**src/rtl/compare_pipe.sv**
```systemverilog
// compare_pipe
// Registered relational compare stage with valid/ready handshake on both sides.
// Each accepted operand pair (a_i, b_i) is evaluated against the relation in
// op_i (EQ/NE/LT/LE/GT/GE, 6/7 yield 0) in signed or unsigned mode, and the
// result is held in a single output register until the consumer takes it.
// Running min/max of operand A and a saturating count of true results are
// kept alongside.
//
// Ports
//   clk_i, rst_i        clock, synchronous active-high reset
//   valid_i, ready_o    input handshake (ready_o combinational from ready_i)
//   a_i, b_i            operands, WIDTH bits
//   op_i, signed_i      relation select and signedness, sampled with the data
//   clear_i             clear running statistics
//   valid_o, ready_i    output handshake
//   q_o                 relation result of the held transfer
//   min_o, max_o        running min/max of accepted a_i
//   stats_valid_o       min_o/max_o hold at least one sample
//   match_cnt_o         saturating count of accepted transfers with q = 1
module compare_pipe #(
   parameter int WIDTH     = 32,
   parameter int CNT_WIDTH = 16
) (
   input  logic                 clk_i,
   input  logic                 rst_i,
   input  logic                 valid_i,
   output logic                 ready_o,
   input  logic [WIDTH-1:0]     a_i,
   input  logic [WIDTH-1:0]     b_i,
   input  logic [2:0]           op_i,
   input  logic                 signed_i,
   input  logic                 clear_i,
   output logic                 valid_o,
   input  logic                 ready_i,
   output logic                 q_o,
   output logic [WIDTH-1:0]     min_o,
   output logic [WIDTH-1:0]     max_o,
   output logic                 stats_valid_o,
   output logic [CNT_WIDTH-1:0] match_cnt_o
);

   localparam logic [CNT_WIDTH-1:0] CNT_MAX = '1;

   logic                 accept;
   logic                 consume;
   logic                 eq;
   logic                 lt;
   logic                 rel;
   logic                 a_lt_min;
   logic                 a_gt_max;
   logic [CNT_WIDTH-1:0] cnt_base;
   logic [CNT_WIDTH-1:0] cnt_next;

   assign ready_o = !rst_i && (!valid_o || ready_i);
   assign accept  = valid_i && ready_o;
   assign consume = valid_o && ready_i;

   always_comb begin
      eq       = (a_i == b_i);
      lt       = signed_i ? ($signed(a_i) < $signed(b_i)) : (a_i < b_i);
      a_lt_min = signed_i ? ($signed(a_i) < $signed(min_o)) : (a_i < min_o);
      a_gt_max = signed_i ? ($signed(a_i) > $signed(max_o)) : (a_i > max_o);

      rel = 1'b0;
      case (op_i)
         3'd0:    rel = eq;
         3'd1:    rel = !eq;
         3'd2:    rel = lt;
         3'd3:    rel = lt || eq;
         3'd4:    rel = !(lt || eq);
         3'd5:    rel = !lt;
         default: rel = 1'b0;
      endcase

      // A clear in the same cycle as an accept restarts the count before the
      // new sample is included.
      cnt_base = clear_i ? '0 : match_cnt_o;
      cnt_next = cnt_base;
      if (rel && (cnt_base != CNT_MAX)) begin
         cnt_next = cnt_base + CNT_WIDTH'(1);
      end
   end

   always_ff @(posedge clk_i) begin
      if (rst_i) begin
         valid_o       <= 1'b0;
         q_o           <= 1'b0;
         min_o         <= '0;
         max_o         <= '0;
         stats_valid_o <= 1'b0;
         match_cnt_o   <= '0;
      end else begin
         if (accept) begin
            q_o     <= rel;
            valid_o <= 1'b1;
         end else if (consume) begin
            valid_o <= 1'b0;
         end

         if (accept) begin
            if (!stats_valid_o || clear_i) begin
               min_o <= a_i;
               max_o <= a_i;
            end else begin
               if (a_lt_min) min_o <= a_i;
               if (a_gt_max) max_o <= a_i;
            end
            stats_valid_o <= 1'b1;
            match_cnt_o   <= cnt_next;
         end else if (clear_i) begin
            min_o         <= '0;
            max_o         <= '0;
            stats_valid_o <= 1'b0;
            match_cnt_o   <= '0;
         end
      end
   end

endmodule

```
**config.mk**
```make
export PLATFORM = sky130hd
export DESIGN_NAME = compare_pipe
export DESIGN_NICKNAME = d
export VERILOG_FILES = /design/src/rtl/compare_pipe.sv
export SDC_FILE = /design/constraint.sdc
export NUM_CORES = 1
export LEC_CHECK = 0
export ABC_AREA = 1
export CAP_MARGIN = 15
export CORE_UTILIZATION = 45
export CTS_CLUSTER_SIZE = 25
export DETAILED_ROUTE_END_ITERATION = 16
export GPL_TIMING_DRIVEN = 1
export PLACE_DENSITY = 0.74
export SETUP_SLACK_MARGIN = 0.1
export SYNTH_ARGS = -nofsm -noshare
export SYNTH_HDL_FRONTEND = slang
export SYNTH_SLANG_ARGS = --single-unit
```
**constraint.sdc**
```tcl
create_clock -name clk_i -period 4.25 [get_ports clk_i]
set_input_delay 1.275 -clock clk_i [delete_from_list [all_inputs] [get_ports clk_i]]
set_output_delay 1.275 -clock clk_i [all_outputs]
set_load 0.05 [all_outputs]
```
# == Yosys cells after proc, flatten, opt, wreduce, memory -nomap -nowiden ==
# Cells that the tools add are included.
# Widths: inputs -> output; s select.
# op_classes
n_addsub,1
order_cmp,6
eq_ne,9
muxes,18
n_reduce_logical,18
# op_table
op,n
$mux 32,7
$lt 32x32->1,4
$gt 32x32->1,2
$mux 16,3
$eq 32x32->1,1
$add 16x1->16 const B,1
$ne 16x16->1 const B,1
$mux 1,7
$eq 3x2->1 const B,2
$eq 3x3->1 const B,2
$logic_not 1->1,6
$ne 3x1->1 const B,2
$pmux 1 s6,1
$logic_and 1x1->1,4
$reduce_and 2->1,2
$reduce_bool 2->1,2
$eq 3x1->1 const B,1
$logic_not 3->1,1
$logic_or 1x1->1,3
# totals
reg_bits,83
inputBits,73
output_inout_bits,84
elab_cells,58

# == Depth between registers and ports, before layout ==
# Gate-level depths: netlist of the first run.
# logic_depth
ltp_word,8
ltp_mapped,24
mapped_depth_nobuf,24

# == Worst setup path after synthesis of the first run ==
# Ideal clock, no wire load.
# synth_path
path_type,input-to-output
start,input ready_i
end,output ready_o
arrival_time_ps,2099
required_ps,2975
slack_ps,876
stages,2
n_path_buf,0
path_cell_list,inv_1 > a21oi_1
# synth_between
elab_chain_len,2
# synth_rtl
item,line,rtl
"start, declared",34,"input logic ready_i,"
$logic_or 1x1->1,54,assign ready_o = !rst_i && (!valid_o || ready_i);
$logic_and 1x1->1,54,
"end, declared",27,"output logic ready_o,"
# No other way between the ends.

# == Worst setup path after layout of the first run ==
# layout_path
start,input b_i[31]
end,register match_cnt_o[1]
# layout_between
elab_chain_len,8
elab_cells_between_ends,12
cone_classes,order compare (2); eq/ne (1); mux (4); reduce/logical (5)
# layout_rtl
item,line,rtl
"start, declared",29,"input logic [WIDTH-1:0] b_i,"
$lt 32x32->1,60,lt = signed_i ? ($signed(a_i) < $signed(b_i)) : (a_i < b_i);
$mux 1,60,
$logic_or 1x1->1,"69, 70",
$logic_not 1->1,70,3'd4: rel = !(lt || eq);
$pmux 1 s6 *,65,case (op_i)
$logic_and 1x1->1 *,79,if (rel && (cnt_base != CNT_MAX)) begin
$mux 16 *,79,
$mux 16 *,100,if (accept) begin
"end signal, assigned",109,match_cnt_o <= cnt_next;
"end, declared",39,output logic [CNT_WIDTH-1:0] match_cnt_o
# Every way passes the cells marked *; elsewhere a longest branch is shown, timed or not.
# A chain may end at the register's enable or synchronous reset.

==> flow_summary.json, run 1 <==
{
  "crit-reg2reg-launch": "max_o[31]",
  "reg2regPathDepth": 17,
  "drv_slew": 0,
  "crit_required_ns": 4.49,
  "grt_pass1_wl_um": 27670,
  "ctsResizeCount": 0,
  "start_util_pct": 46.72,
  "finalCoreUtilization_pct": 62.04,
  "h-tree-depth": 3,
  "r2r_end": "max_o[13]",
  "place_congestion": 0.9301,
  "post-place-ws_ns": 0.3435,
  "yosys_warnings": 0,
  "maxSlewHeadroom_pct": 45.56,
  "hold_path.class": "flip-flop to flip-flop",
  "vias": 6306,
  "hp-start": "max_o[30]",
  "fmax_mhz": 278.6,
  "drive_gt1_share_pct": 4.741,
  "die_h_um": 120.0,
  "r2r_slack_ns": 1.84,
  "post-cts-setup-buffers": 0,
  "synthXorXnorAreaFrac_pct": 0,
  "synthAdderAreaFrac_pct": 19.18,
  "gr-total-overflow": 0,
  "min_to": "max_o[30]",
  "synthCells": 959,
  "internal_power_mw": 1.505,
  "synth_top_family_by_area": "simple AND/OR/NAND/NOR gates",
  "synth_cell_types": 34,
  "post-route-min-period_ns": 3.589,
  "placedInstanceArea_um2": 8018,
  "diodes": 0,
  "synth-compound-area-share_pct": 12.67,
  "clkLatencyLatePin_ns": 0.35,
  "first_pass_iters": 5,
  "remaining_drc_errors": 0,
  "seq_power_share_pct": 37.3,
  "ir_drop_uv": 282.3,
  "fin_setup_tns_ns": 0,
  "core_um2": 13400,
  "grt_pass1_vias": 5949,
  "dp.cells": 1278,
  "tritoncts": "done",
  "end_kind": "flip-flop",
  "antenna_left": 0,
  "cp-start-kind": "primary input",
  "power_mw": 2.208,
  "rsz0062_at_grt": "false",
  "ctsHoldBuffers": 0,
  "areaGrowthSynthToFinish_pct": 32.77,
  "rows": 42,
  "hold_ws_ns": 0.4740,
  "routed_via_density": 4.873,
  "syn_area_um2": 6261,
  "finClkSkew_ns": 0.008968,
  "root_buffer": "clkbuf_16",
  "dieWidth_um": 120.0,
  "arrival_ns": 3.83,
  "p_sw_share_pct": 31.81,
  "power_frac_comb_pct": 26.8,
  "syn-num-nets": 1128,
  "initialDrtViolationCount": 350,
  "routed_wirelength_um": 16780,
  "synth_ff_type": "dfxtp_1",
  "synthSimpleGateAreaFrac_pct": 28.02,
  "hold_violations": 0,
  "numCtsBuffers": 9,
  "setup_viol": 0,
  "powerDensity_nw_per_um2": 265.6,
  "clockPowerShare_pct": 35.9,
  "synth_top_area_share_pct": 26.54,
  "fin_ws_ns": 0.6611,
  "switchingPower_mw": 0.7023,
  "antenna_found_initial": 0,
  "cap_violations": 0,
  "met2_length_um": 7918,
  "io_pins": 157,
  "leakagePower_nw": 3.757,
  "die-area_um2": 14390,
  "ys_seq_area_share_pct": 26.54,
  "synth-async-reset-ratio_pct": 0,
  "cts.clk_slew.worst_paths_ns": 0.06,
  "min_period_over_period_pct": 84.44,
  "synth_area_leaders": "dfxtp_1, ha_1, nand2_1",
  "wl_met3_um": 1015,
  "crit_path_max_fanout": 12,
  "dp_hpwl_um": 12910,
  "synth_area_per_cell_um2": 6.529,
  "design_area_um2": 8313,
  "wl_met1_um": 7548,
  "wl_per_cell_um": 12.97,
  "routed.top_layer": "met4",
  "cts_max_path_buffers": 2,
  "whs_path_depth": 2,
  "yosysTopAreaCell": "dfxtp_1",
  "grt_usage_pct": 24.22,
  "worstMarginPinSlew_ns": 0.8167,
  "critical_path_class": "primary input to flip-flop",
  "grt_max_degree": 75,
  "synth-seq-cells": 83,
  "fillers": 1261,
  "finalNetCount": 1282,
  "port_buffers": 156,
  "clock_sinks": 83,
  "synth_edf_count": 0,
  "synthMuxAreaShare_pct": 0,
  "fin_cells": 1294,
  "status": "finished clean"
}
-- cell families (layout without fill, tap and decap cells) --
kind of cell | count (synthesis) | after routing
AND/OR/NAND/NOR | 411 | 411
buffers and inverters | 221 | 380
AO/OA/AOI/OAI | 148 | 148
adder cells (fa/ha/maj) | 96 | 96
flip-flops | 83 | 83
-- flip-flops by register name, indices dropped and copies added (netlist names) --
signal and count:
match_cnt_o 16, max_o 32, min_o 32, q_o 1, stats_valid_o 1, valid_o 1
-- routing by layer --
layer,track usage (%),up-vias
met5,0,-
met4,7.734,0
met3,6.131,24
met2,41.52,145
met1,29.38,2798
li1,-,3339
-- power groups by stage --
stage	Clock, mW	Sequential [mW]	Combinational [mW]
3_3_place_gp	0	0.841	0.582
3_5_place_dp	0	0.841	0.590
6_report	0.792	0.824	0.591
5_1_grt	0.847	0.828	0.660
2_1_floorplan	0	0.927	0.286
4_1_cts	0.810	0.824	0.594
-- synthesized netlist by cell type, types with 2 or more instances --
cell        n
o21ai_1     4
nor3_1      8
dfxtp_1    83
nor2_2      4
nor2_1     87
o22ai_1     2
ha_1       96
a21oi_1   112
o21ai_0    11
nand3b_1    3
inv_1     191
nand2_1   255
nand4_2     6
nand4_1    16
a21oi_2     2
clkbuf_1   15
o21a_1      6
o21bai_1    6
inv_2       2
nand3_1    23
buf_2      11
nand2_2     4
-- worst max path at each step --
| stage | from | endpoint | depth (start not counted) |
|---|---|---|---|
| 3_3_place_gp | b_i[31] | match_cnt_o[1] | 20 |
| 2_1_floorplan | ready_i | ready_o | 2 |
| 6_report | b_i[31] | match_cnt_o[1] | 18 |
| 3_5_place_dp | b_i[31] | match_cnt_o[0] | 18 |
| 4_1_cts | b_i[31] | match_cnt_o[1] | 18 |
| 5_1_grt | a_i[9] | match_cnt_o[0] | 18 |
-- cells in the final DEF, fill, tap and decap left out, types with 2 or more instances in the layout --
master	synthesis	layout
inv_1	191	191
nand2_2	4	4
nand2_1	255	255
nand4_2	6	6
nor2_2	4	4
buf_4	0	15
ha_1	96	96
clkdlybuf4s50_1	0	154
o21bai_1	6	6
clkbuf_16	0	9
o21ai_1	4	4
a21oi_1	112	112
nand4_1	16	16
a21oi_2	2	2
o21ai_0	11	11
o21a_1	6	6
nor3_1	8	8
o22ai_1	2	2
nand3_1	23	23
nor2_1	87	87
clkinv_2	0	3
inv_2	2	2
nand3b_1	3	3
dfxtp_1	83	83
-- worst max-delay path, stage by stage --
cell and delay [ns]:
clkdlybuf4s50_1 0.50, inv_1 0.05, ha_1 0.31, nand2_1 0.08, nor2_2 0.15, nand2_2 0.11
nor4_4 0.22, nand2_1 0.14, nand3_1 0.15, nand3_1 0.10, nand2_1 0.08, nand2_2 0.08
nand2_4 0.17, nand2_2 0.11, nor2_2 0.13, nand2_1 0.06, nand2_1 0.05, nor2_1 0.06
-- final cells by class --
cell class	count	area (um^2)	share of cell area (%)
clock buffers	11	242.7	2.920
clock inverters	5	52.55	0.6321
inverters	194	728.2	8.760
multi-input cells	655	3749	45.09
flip-flops and latches	83	1662	19.99
well taps	176	220.2	2.649
repair buffers	170	1659	19.96
Power figures use the tool's default switching activity.
==> inputs of run 2 (changes only) <==
- PLACE_DENSITY: 0.74 -> 0.77
- clock period: 4.25 -> 3.2 ns (I/O delays scaled with it)
==> flow_summary.json, run 2 (synthesis gave the netlist of run 1 again) <==
{
  "clock_sinks": 83,
  "place_congestion": 0.9175,
  "setup_viol": 0,
  "drive_gt1_share_pct": 18.21,
  "drv_slew": 0,
  "finalCoreUtilization_pct": 72.17,
  "grt_max_degree": 74,
  "crit_path_max_fanout": 6,
  "clkLatencyLatePin_ns": 0.35,
  "multiInputGateArea_um2": 4474,
  "hold_ws_ns": 0.4756,
  "fin_ws_ns": 0.1929,
  "cts.clk_slew.worst_paths_ns": 0.06,
  "path_depth": 21,
  "dp_hpwl_um": 13480,
  "critical_path_class": "primary input to flip-flop",
  "cap_violations": 0,
  "slowest_stage": "clkdlybuf4s50_1",
  "crit_required_ns": 3.49,
  "post-route-min-period_ns": 3.007,
  "fin_cells": 1347,
  "wl_per_cell_um": 15.18,
  "fillers": 985,
  "leakagePower_nw": 4.547,
  "worst-path-buf-inv": 4,
  "grt_pass1_vias": 6440,
  "first_pass_iters": 5,
  "worstMarginPinSlew_ns": 0.8172,
  "slowest_delay_ns": 0.47,
  "grt_pass1_wl_um": 30190,
  "areaGrowthSynthToFinish_pct": 54.46,
  "maxSlewHeadroom_pct": 45.52,
  "ir_drop_uv": 265.5,
  "cpMostUsedCell": "nand2_4",
  "final_common_cell": "nand2_1",
  "h-tree-depth": 3,
  "die-area_um2": 14390,
  "post-place-ws_ns": -0.3865,
  "hold_violations": 0,
  "antenna_found_initial": 2,
  "whs_path_depth": 2,
  "routed_via_density": 5.169,
  "grt_usage_pct": 26.24,
  "vias": 6963,
  "finalNetCount": 1334,
  "port_buffers": 156,
  "dp.cells": 1319,
  "cp-start-kind": "primary input",
  "initialDrtViolationCount": 487,
  "numCtsBuffers": 9,
  "design_area_um2": 9671,
  "io_pins": 157,
  "dieWidth_um": 120.0,
  "cp_cell_sequence": "clkdlybuf4s50_1 -> inv_2 -> ha_4 -> a21o_1 -> nor2_1 -> nand2_1 -> nand2_1 -> nand2_2 -> nand2_4 -> nand2_4 -> nand2_4 -> nand3_1 -> nand2_1 -> nand2_4 -> nand2_4 -> nand2_4 -> nor2_4 -> inv_1 -> nand2_1 -> inv_1 -> nor2_1",
  "rsz0062_at_grt": "false",
  "hold_path.class": "flip-flop to flip-flop",
  "ctsHoldBuffers": 0,
  "gr-total-overflow": 0,
  "largestRegisters": "max_o: 32 flops, min_o: 32 flops, match_cnt_o: 16 flops",
  "core_um2": 13400,
  "regArea_um2": 1662,
  "fmax_mhz": 332.5,
  "remaining_drc_errors": 0,
  "min_period_over_period_pct": 93.97,
  "path_delay_family": "simple AND/OR/NAND/NOR gates",
  "placedInstanceArea_um2": 8376,
  "reg2regPathDepth": 17,
  "start_util_pct": 46.72,
  "powerDensity_nw_per_um2": 340.5,
  "rows": 42,
  "die_h_um": 120.0,
  "root_buffer": "clkbuf_16",
  "end_kind": "flip-flop",
  "arrival_ns": 3.30,
  "antenna_left": 0,
  "status": "finished clean",
  "tritoncts": "done",
  "finClkSkew_ns": 0.006646,
  "routed_wirelength_um": 20450,
  "cts_max_path_buffers": 2,
  "mostFrequentLayoutCells": "nand2_1, inv_1, a21oi_1"
}
==> run 2: cell count changes in the layout (fill, tap and decap cells not counted), sizes merged <==
cell / delta
bufbuf: +1
bufinv: +1
clkinv: -2
nand2: +1
clkbuf: +3
dlymetal6s2s: +39
dlygate4sd2: +15
clkdlybuf4s50: -55
buf: +49
diode: +1
==> run 2: final cells by class <==
class / instances / area share (%)
well taps: 176 / 2.277
multi-input cells: 656 / 46.27
clock inverters: 4 / 0.7504
inverters: 194 / 7.530
repair buffers: 221 / 23.31
clock buffers: 12 / 2.652
diodes: 1 / 0.02588
flip-flops and latches: 83 / 17.18
==> run 2: layer usage <==
metal | global-route usage, % | wire [um]
met3 | 5.656 | 1498
met2 | 46.34 | 10290
met1 | 31.26 | 8085
met4 | 8.594 | 570
met5 | 0 | 10
==> run 2: path summary, 6_finish.rpt <==
| check | from | end | slack [ns] |
|---|---|---|---|
| worst max register to register | max_o[25] | max_o[10] | 0.69 |
| worst max-delay path | b_i[7] | match_cnt_o[1] | 0.19 |
| worst min-delay path | max_o[31] | max_o[31] | 0.48 |
| worst min register to register | max_o[31] | max_o[31] | 0.48 |
==> run 2: report_power, final <==
| group | switching (mW) | total, mW | leakage [nW] | internal, mW |
|---|---|---|---|---|
| sequential | 0.0298 | 1.10 | 0.675 | 1.07 |
| combinational | 0.597 | 1.03 | 3.71 | 0.436 |
| clock | 0.436 | 1.16 | 0.159 | 0.725 |
==> run 2: through the flow <==
stage               total power, mW  setup TNS [ns]
finish                        3.292               0
global route                  3.433               0
CTS                           3.164               0
detailed placement            1.958          -20.66
global placement              1.941          -18.15
floorplan                     1.611               0
==> run 2: what timing repair did <==
| item | CTS | global route |
|---|---|---|
| resized for setup | 51 | 149 |
| pin swaps | 19 | 53 |
| gates cloned | 3 | 1 |
| endpoints found under the setup margin | 49 | 81 |
| buffers inserted | 3 | 4 |
==> run 2: worst register-to-register path: stages, from the launching register on <==
cell	delay (ns)
dfxtp_1	0.36
inv_1	0.07
ha_1	0.32
a21oi_1	0.18
o21ai_0	0.15
nand2_1	0.10
nand3_1	0.09
a31oi_2	0.20
nand2_1	0.08
nand2_1	0.06
nand2_1	0.06
nand2_2	0.07
nand2_2	0.07
nand2_4	0.10
buf_4	0.14
buf_16	0.14
nand2_1	0.07
a21oi_1	0.17
